<file path="src/rtl/cam_pattern_tx.sv">
// rtl/cam_pattern_tx.sv - parallel camera sensor emulator (vsync/href/8-bit RGB565) with test patterns
module cam_pattern_tx #(
  parameter int H_ACTIVE   = 160,
  parameter int V_ACTIVE   = 120,
  parameter int H_BLANK    = 32,
  parameter int VSYNC_CLKS = 64,
  parameter int V_BP_CLKS  = 32,
  parameter int V_FP_CLKS  = 32
) (
  input  logic        p_clock,
  input  logic        rst,
  input  logic        enable,
  input  logic [1:0]  pattern_sel,
  output logic        vsync,
  output logic        href,
  output logic [7:0]  p_data,
  output logic        frame_done,
  output logic [15:0] frame_count,
  output logic        busy
);

  localparam int CW    = 16;
  localparam int BAR_W = H_ACTIVE / 8;

  typedef enum logic [2:0] {S_IDLE, S_VSYNC, S_VBP, S_LINE, S_HBLANK, S_VFP} state_t;

  state_t          state_q, state_d;
  logic [CW-1:0]   cnt_q, cnt_d;
  logic [CW-1:0]   y_q, y_d;
  logic [CW-1:0]   bar_cnt_q, bar_cnt_d;
  logic [2:0]      bar_idx_q, bar_idx_d;
  logic [7:0]      bcnt_q, bcnt_d;
  logic [1:0]      sel_q, sel_d;
  logic [15:0]     fc_d;
  logic [15:0]     pix;
  logic [7:0]      data_d;
  logic            vsync_d, href_d, busy_d, done_d;

  always_comb begin
    state_d   = state_q;
    cnt_d     = cnt_q + CW'(1);
    y_d       = y_q;
    bar_idx_d = bar_idx_q;
    bar_cnt_d = bar_cnt_q;
    bcnt_d    = bcnt_q + {7'd0, href};
    sel_d     = sel_q;
    case (state_q)
      S_IDLE: begin
        cnt_d = '0;
        if (enable) begin
          state_d = S_VSYNC;
          sel_d   = pattern_sel;
        end
      end
      S_VSYNC: if (cnt_q == CW'(VSYNC_CLKS - 1)) begin
        state_d = S_VBP;
        cnt_d   = '0;
      end
      S_VBP: begin
        bcnt_d = '0;
        y_d    = '0;
        if (cnt_q == CW'(V_BP_CLKS - 1)) begin
          state_d = S_LINE;
          cnt_d   = '0;
        end
      end
      S_LINE: if (cnt_q == CW'(2 * H_ACTIVE - 1)) begin
        state_d = S_HBLANK;
        cnt_d   = '0;
      end
      S_HBLANK: if (cnt_q == CW'(H_BLANK - 1)) begin
        cnt_d = '0;
        if (y_q == CW'(V_ACTIVE - 1)) begin
          state_d = S_VFP;
        end else begin
          state_d = S_LINE;
          y_d     = y_q + CW'(1);
        end
      end
      S_VFP: if (cnt_q == CW'(V_FP_CLKS - 1)) begin
        cnt_d = '0;
        if (enable) begin
          state_d = S_VSYNC;
          sel_d   = pattern_sel;
        end else begin
          state_d = S_IDLE;
        end
      end
      default: state_d = S_IDLE;
    endcase

    // Bar position advances after each odd byte; restarts at every line entry.
    if (state_d != S_LINE || state_q != S_LINE) begin
      bar_idx_d = '0;
      bar_cnt_d = '0;
    end else if (cnt_q[0]) begin
      if (bar_cnt_q == CW'(BAR_W - 1)) begin
        bar_cnt_d = '0;
        bar_idx_d = bar_idx_q + 3'd1;
      end else begin
        bar_cnt_d = bar_cnt_q + CW'(1);
      end
    end

    // Pixel of the next cycle: x = cnt_d >> 1, byte phase = cnt_d[0].
    pix = 16'h0000;
    case (sel_q)
      2'd0: begin
        case (bar_idx_d)
          3'd0:    pix = 16'hFFFF;
          3'd1:    pix = 16'hFFE0;
          3'd2:    pix = 16'h07FF;
          3'd3:    pix = 16'h07E0;
          3'd4:    pix = 16'hF81F;
          3'd5:    pix = 16'hF800;
          3'd6:    pix = 16'h001F;
          default: pix = 16'h0000;
        endcase
      end
      2'd1:    pix = {cnt_d[5:1], y_d[5:0], frame_count[4:0]};
      2'd2:    pix = (cnt_d[4] ^ y_d[3]) ? 16'hFFFF : 16'h0000;
      default: pix = {bcnt_d, bcnt_d};
    endcase

    href_d  = (state_d == S_LINE);
    vsync_d = (state_d == S_IDLE) || (state_d == S_VSYNC);
    busy_d  = (state_d != S_IDLE);
    done_d  = (state_d == S_VFP) && (cnt_d == CW'(V_FP_CLKS - 1));
    fc_d    = frame_count + {15'd0, done_d};
    data_d  = href_d ? (cnt_d[0] ? pix[7:0] : pix[15:8]) : 8'd0;
  end

  always_ff @(posedge p_clock or negedge rst) begin
    if (!rst) begin
      state_q     <= S_IDLE;
      cnt_q       <= '0;
      y_q         <= '0;
      bar_cnt_q   <= '0;
      bar_idx_q   <= '0;
      bcnt_q      <= '0;
      sel_q       <= '0;
      vsync       <= 1'b1;
      href        <= 1'b0;
      p_data      <= 8'd0;
      frame_done  <= 1'b0;
      frame_count <= 16'd0;
      busy        <= 1'b0;
    end else begin
      state_q     <= state_d;
      cnt_q       <= cnt_d;
      y_q         <= y_d;
      bar_cnt_q   <= bar_cnt_d;
      bar_idx_q   <= bar_idx_d;
      bcnt_q      <= bcnt_d;
      sel_q       <= sel_d;
      vsync       <= vsync_d;
      href        <= href_d;
      p_data      <= data_d;
      frame_done  <= done_d;
      frame_count <= fc_d;
      busy        <= busy_d;
    end
  end

endmodule
</file>
<file path="config.mk">
export PLATFORM = sky130hd
export DESIGN_NAME = cam_pattern_tx
export DESIGN_NICKNAME = d
export VERILOG_FILES = /design/src/rtl/cam_pattern_tx.sv
export SDC_FILE = /design/constraint.sdc
export NUM_CORES = 1
export LEC_CHECK = 0
export BUFFER_PORTS_ARGS = -buffer_cell sky130_fd_sc_hd__buf_2
export CORE_ASPECT_RATIO = 0.75
export CORE_MARGIN = 10
export CORE_UTILIZATION = 60
export CTS_BUF_LIST = sky130_fd_sc_hd__clkbuf_16
export CTS_CLUSTER_SIZE = 30
export DETAILED_ROUTE_END_ITERATION = 16
export PLACE_DENSITY = 0.79
export SYNTH_ARGS = -nofsm -noshare
export SYNTH_HDL_FRONTEND = slang
export SYNTH_SLANG_ARGS = --single-unit
</file>
<file path="constraint.sdc">
create_clock -name p_clock -period 7 [get_ports p_clock]
set_input_delay 1.4 -clock p_clock [delete_from_list [all_inputs] [get_ports p_clock]]
set_output_delay 1.4 -clock p_clock [all_outputs]
set_load 0.02 [all_outputs]
</file>
==> results of run 1 <==
-- flip-flops by register name (all words and copies together) (netlist names) --
signal / count
frame_count: 16
sel_q: 2
bar_idx_q: 3
bcnt_q: 8
cnt_q: 16
bar_cnt_q: 16
state_q: 3
busy: 1
p_data: 8
frame_done: 1
y_q: 16
vsync: 1
href: 1
-- cell type report --
class	instances	area [sq um]	share of cell area
Multi-Input combinational cell	396	2530	0.458
Sequential cell	92	2300	0.417
Clock buffer	9	225	0.0408
Timing Repair Buffer	35	185	0.0336
Tap cell	105	131	0.0238
Clock inverter	7	98.8	0.0179
Inverter	12	45.0	0.00816
-- metal layers --
metal	vias up	part of all wire	track usage
met5	-	0	0
met4	0	0.013	0.0468
met3	15	0.076	0.0578
met2	168	0.45	0.278
met1	2022	0.46	0.267
li1	1909	-	-
-- logic make-up (layout without fill, tap and decap cells) --
logic type | Yosys count | after routing | synth area share
buffers and inverters | 34 | 63 | 0.0345
xor gates and xnor gates | 50 | 50 | 0.0890
and+or+nand+nor | 252 | 252 | 0.275
muxes | 8 | 8 | 0.0165
DFF | 92 | 92 | 0.460
adders and majority gates | 8 | 8 | 0.0200
AOI/OAI and AO/OA | 78 | 78 | 0.105
-- Yosys cell counts, types with 4 or more instances --
| cell | instances |
|---|---|
| xnor2_1 | 25 |
| nor2_1 | 61 |
| and4_1 | 5 |
| or3_1 | 7 |
| nor4_1 | 9 |
| nand2_1 | 46 |
| clkbuf_1 | 10 |
| buf_4 | 5 |
| nand4_1 | 21 |
| xor2_1 | 24 |
| inv_1 | 12 |
| nand2b_1 | 9 |
| nor2b_1 | 10 |
| o31ai_1 | 7 |
| ha_1 | 8 |
| nand3_1 | 26 |
| o221ai_1 | 5 |
| and3_1 | 14 |
| o22ai_1 | 4 |
| a21oi_1 | 16 |
| nor3_1 | 12 |
| mux2i_1 | 6 |
| nor4b_1 | 5 |
| a211oi_1 | 6 |
| o21ai_0 | 20 |
| dfrtp_1 | 91 |
| and2_1 | 7 |
-- worst register-to-register path: stages, from the launching register on --
cell and delay [ns]:
dfrtp_1 0.65, ha_1 0.29, and4_1 0.36, a41oi_1 0.15
or3_1 0.49, nand2_1 0.46, nor2_1 0.14, nand4b_1 0.19
nor4_1 0.51, ha_1 0.31, ha_1 0.21, nand3_1 0.15
or2_2 0.34, nor2_1 0.16, xor2_1 0.18
-- path summary, 6_finish.rpt --
check,start,to,depth (start not counted)
min in group asynchronous,rst,cnt_q[5],1
min,frame_count[15],frame_count[15],1
min reg2reg,frame_count[15],frame_count[15],1
max in group asynchronous,rst,bar_cnt_q[6],2
max,cnt_q[0],frame_count[14],14
max reg2reg,cnt_q[0],frame_count[14],14
-- stage by stage --
stage	instance area, sq um	instances
floorplan	5010	522
global placement	5190	640
detailed placement	5190	640
CTS	5520	656
global route	5520	656
finish	5520	656
-- power breakdown --
part	switching, mW	internal (mW)
combinational	0.0104	0.00133
sequential	0	0.531
clock	0.214	0.316
total	0.225	0.849
==> impl_metrics.tcl, run 1 <==
set metrics [dict create \
    die_width_um 125 \
    antenna_violations_before_repair 0 \
    num_vias 4114 \
    timing.clock.skew_ns 0.00738 \
    postSynthNetCount 535 \
    yosys.area.top_type "dfrtp_1" \
    floorplan.core_area_sq_um 8020 \
    max_clock_freq_mhz 214 \
    gate_count_after_technology_mapping 522 \
    drc_errors 0 \
    timing.critical_path.arrival_ns 4.94 \
    slew_viol_final 0 \
    antenna_left 0 \
    synth.yosys.warnings 0 \
    worstSetupPathType "flip-flop to flip-flop" \
    nature_of_the_critical_path_startpoint "flip-flop" \
    timing_hold_violations_final 0 \
    ff2ff_setup_slack_ns 2.33 \
    layout.core_utilization 0.688 \
    floorplan.initialDensity 0.624 \
    drt_first_iter_violations 401 \
    vdd_drop_max_mv 0.175 \
    vias_per_cell 6.27 \
    synth_sequential_area_ratio 0.460 \
    wire_per_inst_um 17.9 \
    critical_path_s_top_delay_family "simple AND/OR/NAND/NOR gates" \
    post_route_cells_drive_above_1_share 0.134 \
    hpwlAfterDp_um 8270 \
    smallest_setup_slack_after_layout_ns 2.33 \
    timing.hold.ws_ns 0.482 \
    postRouteWirelength_um 11800 \
    synthArstFlopShare 1.00 \
    numClockSinks 92 \
    critical_path.slowest_cell "dfrtp_1" \
    final.fill_count 577 \
    number_of_hold_buffers_added_after_cts 0 \
    post-cts-setup-buffers 0 \
    netlist_area_sq_um 5010 \
    cts_inserted_buffers 9 \
    rsz0062_at_grt "no" \
    nNetsFinal 559 \
    slew-limit-headroom 0.371 \
    cp_slowest_stage_delay_ns 0.65 \
    global_route.overflow_total 0 \
    synth_enable_flop_cells 0 \
    antenna-diode-count 0 \
    holdCritPathClass "flip-flop to flip-flop" \
    cp.buffers_inverters 0 \
    port_buffers 32 \
    cts.repair.resized 0 \
    preCtsSetupSlack_ns 2.38 \
    vias_in_the_first_global_route 3843 \
    crit_path_max_fanout 16 \
    grt_max_degree 61 \
    run_status "completed" \
    cts-htree-levels 3 \
    total_power_mw 1.07 \
    report.final.setup_viol 0 \
    cp_common_cell "ha_1" \
    synthDominantCellAreaShare 0.455 \
    ys_seq_elements 92 \
    slew_at_the_pin_closest_to_its_max_slew_limit_ns 0.942 \
    floorplan.io_pins 33 \
    final_cell_mix "91 x dfrtp_1, 61 x nor2_1, 46 x nand2_1" \
    insertion_delay_ns 0.35 \
    dieHeight_um 99.1 \
    synthFlopType "dfrtp_1" \
    finalCriticalPeriod_ns 4.67 \
    cts_tree "done" \
    drt_pass_1_iters 5 \
    core.rowCount 28 \
    global_route_wire_length_before_repair_um 19600 \
    area_growth_pct 10.2 \
    leakage_nw 2.56 \
    global_route_total_usage_across_every_layer 0.190 \
    ctsRootBufferMaster "clkbuf_16" \
    cts.clk_slew.worst_paths_ns 0.07 \
    critical_path.endpoint_type "flip-flop" \
    ctsLongestPathBuffers 2 \
    totalNegativeSetupSlack_ns 0 \
    layout.cells.most_common "dfrtp_1" \
    cap_violations 0 \
    power_per_cell_area_nw_per_um2 194 \
    main_area_contributors_after_synthesis "dfrtp_1 45%, nor2_1 4.6%, xnor2_1 4.4%" \
    worst_path_cell_trace "ha_1 > and4_1 > a41oi_1 > or3_1 > nand2_1 > nor2_1 > nand4b_1 > nor4_1 > ha_1 > ha_1 > nand3_1 > or2_2 > nor2_1 > xor2_1" \
    gpl.final_weighted_congestion 0.909 \
    postSynthAreaPerCell_sq_um 9.59 \
    min_period_over_period 0.668 \
    dieArea_sq_um 12400 \
    critPathRequiredTime_ns 7.26 \
    ys_types 63 \
]
Note: power is estimated with default switching activity, not from simulation.
==> run 2: changes to the inputs <==
Settings changed: ABC_AREA set to 1.
Clock period 7 ns to 4.3 ns, I/O delays scaled along.
==> impl_metrics.tcl, run 2 <==
set metrics [dict create \
    run_status "completed" \
    num_vias 4588 \
    ctsLongestPathBuffers 2 \
    cts_tree "done" \
    port_buffers 32 \
    antenna_left 0 \
    global_route_total_usage_across_every_layer 0.193 \
    r2r_cells 21 \
    netlist_top_cells_count "136 x nand2_1, 91 x dfrtp_1, 91 x inv_1" \
    critical_path_s_top_delay_family "simple AND/OR/NAND/NOR gates" \
    grt_max_degree 70 \
    vias_in_the_first_global_route 4355 \
    dieHeight_um 100 \
    timing_hold_violations_final 0 \
    global_route.overflow_total 0 \
    floorplan.core_area_sq_um 8380 \
    slew_viol_final 0 \
    placedCellCount 802 \
    postSynthNetCount 678 \
    leakage_nw 2.95 \
    power.share.sequential 0.520 \
    post-cts-setup-buffers 0 \
    synth_enable_flop_cells 0 \
    totalNegativeSetupSlack_ns 0 \
    finish.cell_count_without_fillers 817 \
    total_power_mw 1.66 \
    placedInstanceArea_sq_um 5420 \
    dieArea_sq_um 12700 \
    vdd_drop_max_mv 0.278 \
    ys_types 43 \
    postRouteWirelength_um 12000 \
    gpl.final_weighted_congestion 0.900 \
    power_per_cell_area_nw_per_um2 292 \
    nNetsFinal 718 \
    timing.clock.skew_ns 0.00880 \
    antenna-diode-count 0 \
    sequential_cell_area_sq_um 2300 \
    cp.buffers_inverters 1 \
    min_period_over_period 0.878 \
    cts.repair.resized 0 \
    post_route_cells_drive_above_1_share 0.135 \
    report.final.setup_viol 0 \
    power.combinational.fraction 0.011 \
    postSynthAreaPerCell_sq_um 7.72 \
    worst_path_cell_trace "ha_1 > nand3_4 > nor2_4 > nand2_2 > nand2_4 > nand2_2 > inv_1 > nand2_1 > nand3_1 > nor2_1 > nand3_1 > nor2_1 > nand4_1 > nor2_1 > ha_1 > nand3_1 > nor3_1 > nand3_1 > nor3_1 > nand4_1 > xnor2_1" \
    netlist_area_sq_um 5130 \
    cell_internal_pwr_mw 1.31 \
    ff2ff_setup_slack_ns 0.52 \
    power_switching_uw 350 \
    ctsRootBufferMaster "clkbuf_16" \
    global_route_wire_length_before_repair_um 20400 \
    vias_per_cell 5.62 \
    yosys.area.top_type "dfrtp_1" \
    final.fill_count 705 \
    clkPwrFrac 0.469 \
    drt_first_iter_violations 292 \
    synthDominantCellAreaShare 0.444 \
    floorplan.io_pins 33 \
    critical_path.slowest_cell "dfrtp_1" \
    crit-reg2reg-capture "frame_count[15]" \
    hpwlAfterDp_um 8940 \
    floorplan.initialDensity 0.612 \
    cp_slowest_stage_delay_ns 0.39 \
    number_of_hold_buffers_added_after_cts 0 \
    core.rowCount 29 \
    rsz0062_at_grt "no" \
    multiInputGateArea_sq_um 2410 \
    insertion_delay_ns 0.35 \
    worst_min_path_start "y_q[15]" \
    worstSetupPathType "flip-flop to flip-flop" \
    hold-path-cell-count 1 \
    cts_inserted_buffers 9 \
    numClockSinks 92 \
    slew-limit-headroom 0.437 \
    nature_of_the_critical_path_startpoint "flip-flop" \
    critPathRequiredTime_ns 4.53 \
    gate_count_after_technology_mapping 665 \
    fin_area_sq_um 5710 \
    drt_pass_1_iters 6 \
    holdCritPathClass "flip-flop to flip-flop" \
    synth.yosys.warnings 0 \
    timing.critical_path.arrival_ns 4.00 \
    synth.most_common_cell "nand2_1" \
    area_growth_pct 11.2 \
    power_switching_share 0.210 \
    antenna_violations_before_repair 0 \
    wire_per_inst_um 14.7 \
    ys_seq_elements 92 \
    critical_path.endpoint_type "flip-flop" \
    synthArstFlopShare 1.00 \
    synthFlopType "dfrtp_1" \
    final_cell_mix "136 x nand2_1, 91 x inv_1, 91 x dfrtp_1" \
    reg2reg_from "cnt_q[0]" \
    worstHoldEndpoint "y_q[15]" \
    cap_violations 0 \
    cts.clk_slew.worst_paths_ns 0.06 \
    synth_sequential_area_ratio 0.449 \
    slew_at_the_pin_closest_to_its_max_slew_limit_ns 0.845 \
    layout.cells.most_common "nand2_1" \
    drc_errors 0 \
    die_width_um 127 \
    cp_common_cell "nand3_1" \
    crit_path_max_fanout 7 \
    max_clock_freq_mhz 265 \
    cts-htree-levels 3 \
    main_area_contributors_after_synthesis "dfrtp_1 44%, nand2_1 9.9%, inv_1 6.7%" \
    finalCriticalPeriod_ns 3.78 \
]
## run 2: through the flow
| stage | utilization | hold slack [ns] | worst slack, ns |
|---|---|---|---|
| floorplan | - | 0.456 | 1.11 |
| global placement | 0.647 | 0.457 | 0.781 |
| detailed placement | 0.647 | 0.487 | 0.534 |
| CTS | 0.681 | 0.498 | 0.487 |
| global route | 0.681 | 0.512 | 0.185 |
| finish | 0.681 | 0.499 | 0.525 |
## run 2: per-layer routing
layer	vias to the layer above	wire length, um	global-route usage
li1	2242	-	-
met1	2177	5700	0.267
met2	154	5250	0.296
met3	15	870	0.0469
met4	0	146	0.0559
met5	-	0	0
## run 2: area by class of cell
type | instances | area share
Tap cell | 108 | 0.0237
Clock inverter | 6 | 0.0112
Timing Repair Buffer | 34 | 0.0311
Sequential cell | 92 | 0.404
Inverter | 104 | 0.0686
Multi-Input combinational cell | 464 | 0.422
Clock buffer | 9 | 0.0395
## run 2: worst max path at each step
stage                from              end  slack [ns]  cells past startpoint
2_1_floorplan    cnt_q[0]  frame_count[15]        1.11                     21
3_3_place_gp     cnt_q[1]  frame_count[15]        0.78                     20
3_5_place_dp     cnt_q[0]  frame_count[15]        0.53                     21
4_1_cts          cnt_q[0]  frame_count[15]        0.49                     21
5_1_grt        state_q[1]  frame_count[15]        0.19                     18
6_report         cnt_q[0]  frame_count[15]        0.52                     21
## run 2: cell families after synthesis
group                    count (synthesis)  synth area share
adder cells (fa/ha/maj)                  8            0.0195
flip-flops                              92             0.449
AND/OR/NAND/NOR                        343             0.312
AO/OA/AOI/OAI                           86            0.0921
XOR/XNOR                                27            0.0461
buffers and inverters                  109            0.0816
## run 2: power groups by stage
stage	registers [mW]	clock network, mW	logic (mW)
final	0.865	0.781	0.0183
after global routing	0.865	0.827	0.0223
after CTS	0.865	0.796	0.0197
after detailed placement	0.882	0	0.0197
after global placement	0.882	0	0.0193
after floorplan	0.882	0	0.00000141
